`config.mk`:
```
export PLATFORM = sky130hd
export DESIGN_NAME = alu_arbiter_flat
export DESIGN_NICKNAME = d
export VERILOG_FILES = /design/src/rtl/alu_arbiter_if.sv /design/src/rtl/alu_arbiter.sv /design/src/flat_wrapper.sv
export SDC_FILE = /design/constraint.sdc
export NUM_CORES = 1
export LEC_CHECK = 0
export ABC_AREA = 1
export CAP_MARGIN = 20
export CORE_MARGIN = 4
export CORE_UTILIZATION = 34
export DETAILED_ROUTE_END_ITERATION = 10
export PLACE_DENSITY = 0.75
export SYNTH_ARGS = -nofsm -noshare
export SYNTH_HDL_FRONTEND = slang
export SYNTH_SLANG_ARGS = --single-unit
```
`constraint.sdc`:
```
create_clock -name clk_i -period 1.4 [get_ports clk_i]
set_clock_uncertainty 0.15 [all_clocks]
set_input_delay 0.14 -clock clk_i [delete_from_list [all_inputs] [get_ports clk_i]]
set_output_delay 0.14 -clock clk_i [all_outputs]
set_load 0.05 [all_outputs]
```
`src/rtl/alu_arbiter_if.sv`:
```
// Requester and ALU bus shared by alu_arbiter.
// Slave is the arbiter; master is the requester/ALU side.
interface alu_arbiter_if #(
    parameter int W = 32
) ();
    logic         req0_i;
    logic         req1_i;
    logic [2:0]   ctrl0_i;
    logic [2:0]   ctrl1_i;
    logic [W-1:0] data0a_i;
    logic [W-1:0] data0b_i;
    logic [W-1:0] data1a_i;
    logic [W-1:0] data1b_i;
    logic         gnt0_o;
    logic         gnt1_o;
    logic [W-1:0] alu_data1_o;
    logic [W-1:0] alu_data2_o;
    logic [2:0]   alu_ctrl_o;
    logic [W-1:0] alu_result_i;
    logic         valid_o;
    logic [W-1:0] result_o;
    logic         id_o;

    modport slave (
        input  req0_i, req1_i, ctrl0_i, ctrl1_i,
        input  data0a_i, data0b_i, data1a_i, data1b_i,
        input  alu_result_i,
        output gnt0_o, gnt1_o,
        output alu_data1_o, alu_data2_o, alu_ctrl_o,
        output valid_o, result_o, id_o
    );

    modport master (
        output req0_i, req1_i, ctrl0_i, ctrl1_i,
        output data0a_i, data0b_i, data1a_i, data1b_i,
        output alu_result_i,
        input  gnt0_o, gnt1_o,
        input  alu_data1_o, alu_data2_o, alu_ctrl_o,
        input  valid_o, result_o, id_o
    );
endinterface

```
`src/rtl/alu_arbiter.sv`:
```
// Round-robin sharing of one ALU between two requesters.
// MUL holds the ALU inputs MUL_LAT cycles, others one cycle.
module alu_arbiter #(
    parameter int MUL_LAT = 3,
    parameter int W       = 32
) (
    input logic         clk_i,
    input logic         rst_i,
    alu_arbiter_if.slave bus
);
    localparam logic [2:0] MUL = 3'b010;
    localparam int CW = (MUL_LAT > 1) ? $clog2(MUL_LAT) : 1;

    typedef enum logic {IDLE, EXEC} state_t;

    state_t         state;
    state_t         state_nxt;
    logic [CW-1:0]  cnt;
    logic           last;
    logic           owner;
    logic           gnt0;
    logic           gnt1;
    logic           take;
    logic           done;
    logic [2:0]     ctrl_sel;
    logic [W-1:0]   a_sel;
    logic [W-1:0]   b_sel;
    logic [W-1:0]   alu_a;
    logic [W-1:0]   alu_b;
    logic [2:0]     alu_ctrl;
    logic           valid;
    logic [W-1:0]   result;
    logic           id;

    always_ff @(posedge clk_i or negedge rst_i) begin
        if (!rst_i) begin
            state <= IDLE;
        end else begin
            state <= state_nxt;
        end
    end

    always_comb begin
        state_nxt = state;
        unique case (state)
            IDLE: if (take) state_nxt = EXEC;
            EXEC: if (cnt == '0) state_nxt = IDLE;
            default: state_nxt = IDLE;
        endcase
    end

    // last holds the id of the most recent winner
    always_comb begin
        gnt0 = 1'b0;
        gnt1 = 1'b0;
        if (rst_i && state == IDLE) begin
            gnt0 = bus.req0_i && (!bus.req1_i || last);
            gnt1 = bus.req1_i && (!bus.req0_i || !last);
        end
    end

    assign take = gnt0 | gnt1;
    assign done = (state == EXEC) && (cnt == '0);

    always_comb begin
        ctrl_sel = bus.ctrl0_i;
        a_sel    = bus.data0a_i;
        b_sel    = bus.data0b_i;
        unique case (1'b1)
            gnt1: begin
                ctrl_sel = bus.ctrl1_i;
                a_sel    = bus.data1a_i;
                b_sel    = bus.data1b_i;
            end
            default: ;
        endcase
    end

    always_ff @(posedge clk_i or negedge rst_i) begin
        if (!rst_i) begin
            cnt      <= '0;
            last     <= 1'b1;
            owner    <= 1'b0;
            alu_a    <= '0;
            alu_b    <= '0;
            alu_ctrl <= '0;
        end else if (take) begin
            alu_a    <= a_sel;
            alu_b    <= b_sel;
            alu_ctrl <= ctrl_sel;
            owner    <= gnt1;
            last     <= gnt1;
            cnt      <= (ctrl_sel == MUL) ? CW'(MUL_LAT - 1) : '0;
        end else if (state == EXEC && cnt != '0) begin
            cnt <= cnt - 1'b1;
        end
    end

    always_ff @(posedge clk_i or negedge rst_i) begin
        if (!rst_i) begin
            valid  <= 1'b0;
            result <= '0;
            id     <= 1'b0;
        end else begin
            valid <= done;
            if (done) begin
                result <= bus.alu_result_i;
                id     <= owner;
            end
        end
    end

    assign bus.gnt0_o      = gnt0;
    assign bus.gnt1_o      = gnt1;
    assign bus.alu_data1_o = alu_a;
    assign bus.alu_data2_o = alu_b;
    assign bus.alu_ctrl_o  = alu_ctrl;
    assign bus.valid_o     = valid;
    assign bus.result_o    = result;
    assign bus.id_o        = id;
endmodule

```
`src/flat_wrapper.sv`:
```
// flat-port wrapper written by rule: the top's interface ports become plain ports
module alu_arbiter_flat 
#(
    parameter int MUL_LAT = 3,
    parameter int W       = 32
)
  (clk_i, rst_i, bus_req0_i, bus_req1_i, bus_ctrl0_i, bus_ctrl1_i, bus_data0a_i, bus_data0b_i, bus_data1a_i, bus_data1b_i, bus_alu_result_i, bus_gnt0_o, bus_gnt1_o, bus_alu_data1_o, bus_alu_data2_o, bus_alu_ctrl_o, bus_valid_o, bus_result_o, bus_id_o);
  alu_arbiter_if #(.W(W)) bus_i ();
  input logic clk_i;
  input logic rst_i;
  input wire logic [$bits(bus_i.req0_i)-1:0] bus_req0_i;
  input wire logic [$bits(bus_i.req1_i)-1:0] bus_req1_i;
  input wire logic [$bits(bus_i.ctrl0_i)-1:0] bus_ctrl0_i;
  input wire logic [$bits(bus_i.ctrl1_i)-1:0] bus_ctrl1_i;
  input wire logic [$bits(bus_i.data0a_i)-1:0] bus_data0a_i;
  input wire logic [$bits(bus_i.data0b_i)-1:0] bus_data0b_i;
  input wire logic [$bits(bus_i.data1a_i)-1:0] bus_data1a_i;
  input wire logic [$bits(bus_i.data1b_i)-1:0] bus_data1b_i;
  input wire logic [$bits(bus_i.alu_result_i)-1:0] bus_alu_result_i;
  output wire logic [$bits(bus_i.gnt0_o)-1:0] bus_gnt0_o;
  output wire logic [$bits(bus_i.gnt1_o)-1:0] bus_gnt1_o;
  output wire logic [$bits(bus_i.alu_data1_o)-1:0] bus_alu_data1_o;
  output wire logic [$bits(bus_i.alu_data2_o)-1:0] bus_alu_data2_o;
  output wire logic [$bits(bus_i.alu_ctrl_o)-1:0] bus_alu_ctrl_o;
  output wire logic [$bits(bus_i.valid_o)-1:0] bus_valid_o;
  output wire logic [$bits(bus_i.result_o)-1:0] bus_result_o;
  output wire logic [$bits(bus_i.id_o)-1:0] bus_id_o;
  assign bus_i.req0_i = bus_req0_i;
  assign bus_i.req1_i = bus_req1_i;
  assign bus_i.ctrl0_i = bus_ctrl0_i;
  assign bus_i.ctrl1_i = bus_ctrl1_i;
  assign bus_i.data0a_i = bus_data0a_i;
  assign bus_i.data0b_i = bus_data0b_i;
  assign bus_i.data1a_i = bus_data1a_i;
  assign bus_i.data1b_i = bus_data1b_i;
  assign bus_i.alu_result_i = bus_alu_result_i;
  assign bus_gnt0_o = bus_i.gnt0_o;
  assign bus_gnt1_o = bus_i.gnt1_o;
  assign bus_alu_data1_o = bus_i.alu_data1_o;
  assign bus_alu_data2_o = bus_i.alu_data2_o;
  assign bus_alu_ctrl_o = bus_i.alu_ctrl_o;
  assign bus_valid_o = bus_i.valid_o;
  assign bus_result_o = bus_i.result_o;
  assign bus_id_o = bus_i.id_o;
  alu_arbiter #(.MUL_LAT(MUL_LAT), .W(W)) u_core (.clk_i(clk_i), .rst_i(rst_i), .bus(bus_i));
endmodule
```
==> results by stage <==
Run status:
- The flow ran to the end, but the final reports show violations.
- The checks that failed: setup timing.

Synthesis:
- Sorting the synthesized cells by area gives the leading types as sky130_fd_sc_hd__dfrtp_1 58%, sky130_fd_sc_hd__nand2_1 14%, sky130_fd_sc_hd__o21ai_1 11%.
- After synthesis the cells add up to 4560 µm².
- The average instance in the mapped netlist occupies 8.45 µm².
- The share of synthesized area occupied by flip-flops and latches is 58.2%.
- The number of storage elements in the synthesis netlist is 106.
- Synthesis produced a netlist with a net count of 711.
- The cell count after synthesis is 540.
- The top cell type by area accounts for 57.6% of the synthesized area.
- The cell taking the most area after synthesis is sky130_fd_sc_hd__dfrtp_1.
- Yosys printed 0 warnings.
- The number of unique standard cell types used by synthesis is 23.

Setup path:
- The capture point of the critical path is bus_gnt1_o.
- STA classifies the critical path startpoint as a flip-flop.
- The worst flop-to-flop path startpoint is u_core.state.
- The setup check on the worst reg-to-reg path leaves a slack of -0.27 ns.
- The worst setup path is of the flip-flop to primary output kind.
- The number of cells on the worst reg-to-reg path is 7.
- The worst register-to-register path ends at u_core.bus.alu_data1_o[16].
- The element type at the critical path end is a primary output.
- The critical path required time is 1.11 ns.
- The most critical setup path has its startpoint at u_core.state.
- The arrival time at the worst endpoint is 1.41 ns.
- The biggest fanout along the worst timing path is 3.

Worst hold path:
- The min-delay analysis places its worst path in the category input pin to flip-flop.

Floorplan:
- The number of I/O pins is 273.
- For this configuration, the core starts out at a cell density of 34.6%.
- The vertical die dimension is 124 µm.
- Measured along the x axis, the die boundary spans 124 µm.
- The core region is roughly 13000 µm².
- After floorplanning, the core was divided into 42 placement rows.
- The die outline area is 15300 µm².

Timing:
- The timing-limited maximum frequency is roughly 590 MHz.
- The ratio of final minimum period to clock period is 121%.
- The worst path in the final design needs a cycle of between 1.5 and 2 ns, including I/O delays and setup.
- The transition time of the tightest slew-check pin is 0.572 ns.
- Setup repair after global routing could not meet its margin everywhere.
- The final hold violation count is 0.
- The worst pin sits at a relative slew slack of 61.9%.
- The final number of max-transition violations came to 0.
- After routing, the total negative slack on setup checks comes to -13.14 ns.
- Across all setup checks in the final design, the least slack found is -0.296 ns.
- Setup violations remaining at the end of the flow were counted as 73.

Drt:
- The routed layout has 5384 vias.
- The final antenna-violating net count is 0.
- Using the TritonRoute via totals, the vias-per-cell ratio works out to 5.18.
- The length of the first detailed-routing pass in iterations is 6.
- The detailed router finished its first iteration with 341 violations.
- The DRC violations left is 0.
- After detailed routing, the total wire length is 21800 µm.
- The average wire length per cell after detail routing is 20.9 µm.

Global routing:
- The global-route wire length before repair is 27500 µm.
- The via count of the first global-routing pass is about 5.3k.
- The number of antenna violations at the first check in global routing is 0.
- Summed over all layers, the global routing overflow is 0.
- Entering global routing, the biggest net connects 107 pins.
- The total track usage is 23.5%.

Final layout:
- The count of fill cells added during filler insertion is 773.
- Leaving out fill and tap cells, the most frequent cell in the layout is sky130_fd_sc_hd__clkdlybuf4s50_1.
- In the layout the commonest cells are 167 x sky130_fd_sc_hd__clkdlybuf4s50_1, 154 x sky130_fd_sc_hd__nand2_1, 115 x sky130_fd_sc_hd__buf_12.
- For this run, the post-layout net count is 1032.
- Once layout is done, the placed cells without fillers occupy 10200 µm².
- The antenna diode count is 0.
- The area growth from synthesis to layout is 124%.
- Cells with a size suffix above 1 make up 34.0% of the layout.

Clock network:
- The clock tree root buffer cell is sky130_fd_sc_hd__clkbuf_16.
- TritonCTS built the clock tree.
- The number of clock sinks is 106.
- The clock tree synthesis step divided the H-tree into 3 levels.
- After clock tree synthesis, the clock-pin slew on the worst setup and hold paths is around 0.070 ns.
- Clock latency on the worst-skew pair, taken at its later pin, is 0.35 ns.
- TritonCTS created 9 clock buffers.
- The worst-case clock buffer depth is 2.

Power and ir drop:
- The maximum VDD drop is ~0.0014 V.
- The design draws 25.4 mW.
- The leakage power summed over all cells is 4.52 nW.
- The power density of the placed cells is 2480 nW/µm².

Placed design:
- The HPWL after detailed placement is 12800 µm.
- Input and output buffers added on the ports amount to 272.
- Once placement finished, the instance area stood at 8670 µm².
- The weighted congestion reported at the end of routability-driven placement is 0.783.
- The post-placement worst setup slack is -0.495 ns.

Job:
- The reported max-cap violation count is 0.
-- flip-flops by register name (all words and copies together), names as in the netlist, 2 cells and up --
register,count
u_core.bus.alu_data1_o,32
u_core.bus.result_o,32
u_core.bus.alu_data2_o,32
u_core.bus.alu_ctrl_o,3
u_core.cnt,2
-- worst min-delay path by stage --
stage | from | endpoint | cells past startpoint
6_report | bus_alu_result_i[18] | u_core.bus.result_o[18] | 3
5_1_grt | bus_alu_result_i[5] | u_core.bus.result_o[5] | 3
4_1_cts | bus_alu_result_i[18] | u_core.bus.result_o[18] | 3
3_5_place_dp | rst_i | u_core.bus.alu_data1_o[4] | 3
3_3_place_gp | rst_i | u_core.bus.alu_data1_o[6] | 3
2_1_floorplan | rst_i | u_core.bus.alu_ctrl_o[0] | 0
-- repair_timing --
action,in CTS,in global routing
pin swaps,6,26
hold buffers,1,0
hold endpoints to repair,105,0
buffers inserted,15,10
gates cloned,9,15
resized for setup,78,137
setup endpoints to repair,101,88
-- worst max-delay path, cell delays in order, from the launching register on --
cell and delay [ns]:
sky130_fd_sc_hd__dfrtp_2 0.45, sky130_fd_sc_hd__inv_2 0.10, sky130_fd_sc_hd__nand2_4 0.07, sky130_fd_sc_hd__nor2_4 0.17
sky130_fd_sc_hd__buf_12 0.14, sky130_fd_sc_hd__buf_12 0.12
-- per-layer routing --
layer / GRT usage, % / part of all wire, %
met5: 0 / 0
met4: 9.00 / 3.7
met3: 8.67 / 12
met2: 40.6 / 51
met1: 26.3 / 33
-- metrics by stage --
step / utilization [%] / hold slack, ns / cells
6_report: 77.5 / 0.171 / 1040
5_1_grt: 77.5 / 0.188 / 1040
4_1_cts: 71.6 / 0.166 / 1020
3_5_place_dp: 65.7 / 0.239 / 981
3_3_place_gp: 65.7 / 0.219 / 981
2_1_floorplan: - / -0.306 / 540
-- where the power goes --
| group | switching [mW] | leakage [nW] | internal [mW] |
|---|---|---|---|
| clock network | 1.13 | 0.127 | 1.23 |
| registers | 1.76 | 1.30 | 4.56 |
| logic | 8.69 | 3.09 | 8.00 |
| total | 11.6 | 4.52 | 13.8 |
-- cell type report --
cell class | instances | area [µm²] | area share [%]
Clock buffer | 11 | 243 | 2.37
Timing Repair inverter | 1 | 8.76 | 0.0857
Inverter | 9 | 41.3 | 0.404
Multi-Input combinational cell | 392 | 2200 | 21.5
Timing Repair Buffer | 342 | 4840 | 47.3
Tap cell | 176 | 220 | 2.15
Clock inverter | 3 | 17.5 | 0.171
Sequential cell | 106 | 2660 | 26.0
-- cell families (layout without fill, tap and decap cells) --
| kind of cell | Yosys count | after routing | synth area share, % |
|---|---|---|---|
| adder cells (fa/ha/maj) | 1 | 1 | 0.274 |
| AO/OA/AOI/OAI | 142 | 142 | 15.9 |
| buffers and inverters | 43 | 366 | 4.83 |
| AND/OR/NAND/NOR | 248 | 249 | 20.8 |
| flip-flops | 106 | 106 | 58.2 |
-- synthesized netlist by cell type --
master,n
sky130_fd_sc_hd__nand2_1,173
sky130_fd_sc_hd__dfrtp_1,105
sky130_fd_sc_hd__o21ai_1,99
sky130_fd_sc_hd__nor2_1,70
sky130_fd_sc_hd__o21ai_0,35
sky130_fd_sc_hd__buf_2,20
sky130_fd_sc_hd__clkbuf_1,9
sky130_fd_sc_hd__inv_1,8
sky130_fd_sc_hd__buf_6,4
sky130_fd_sc_hd__a21oi_1,2
sky130_fd_sc_hd__a31oi_1,2
sky130_fd_sc_hd__o21bai_1,2
sky130_fd_sc_hd__buf_4,1
sky130_fd_sc_hd__dfstp_2,1
sky130_fd_sc_hd__ha_1,1
sky130_fd_sc_hd__inv_2,1
sky130_fd_sc_hd__nand3_1,1
sky130_fd_sc_hd__nand3_2,1
sky130_fd_sc_hd__nand4_1,1
sky130_fd_sc_hd__nor2_2,1
sky130_fd_sc_hd__nor2_4,1
sky130_fd_sc_hd__o21a_1,1
sky130_fd_sc_hd__o21ai_2,1
(Power assumes the default switching activity.)
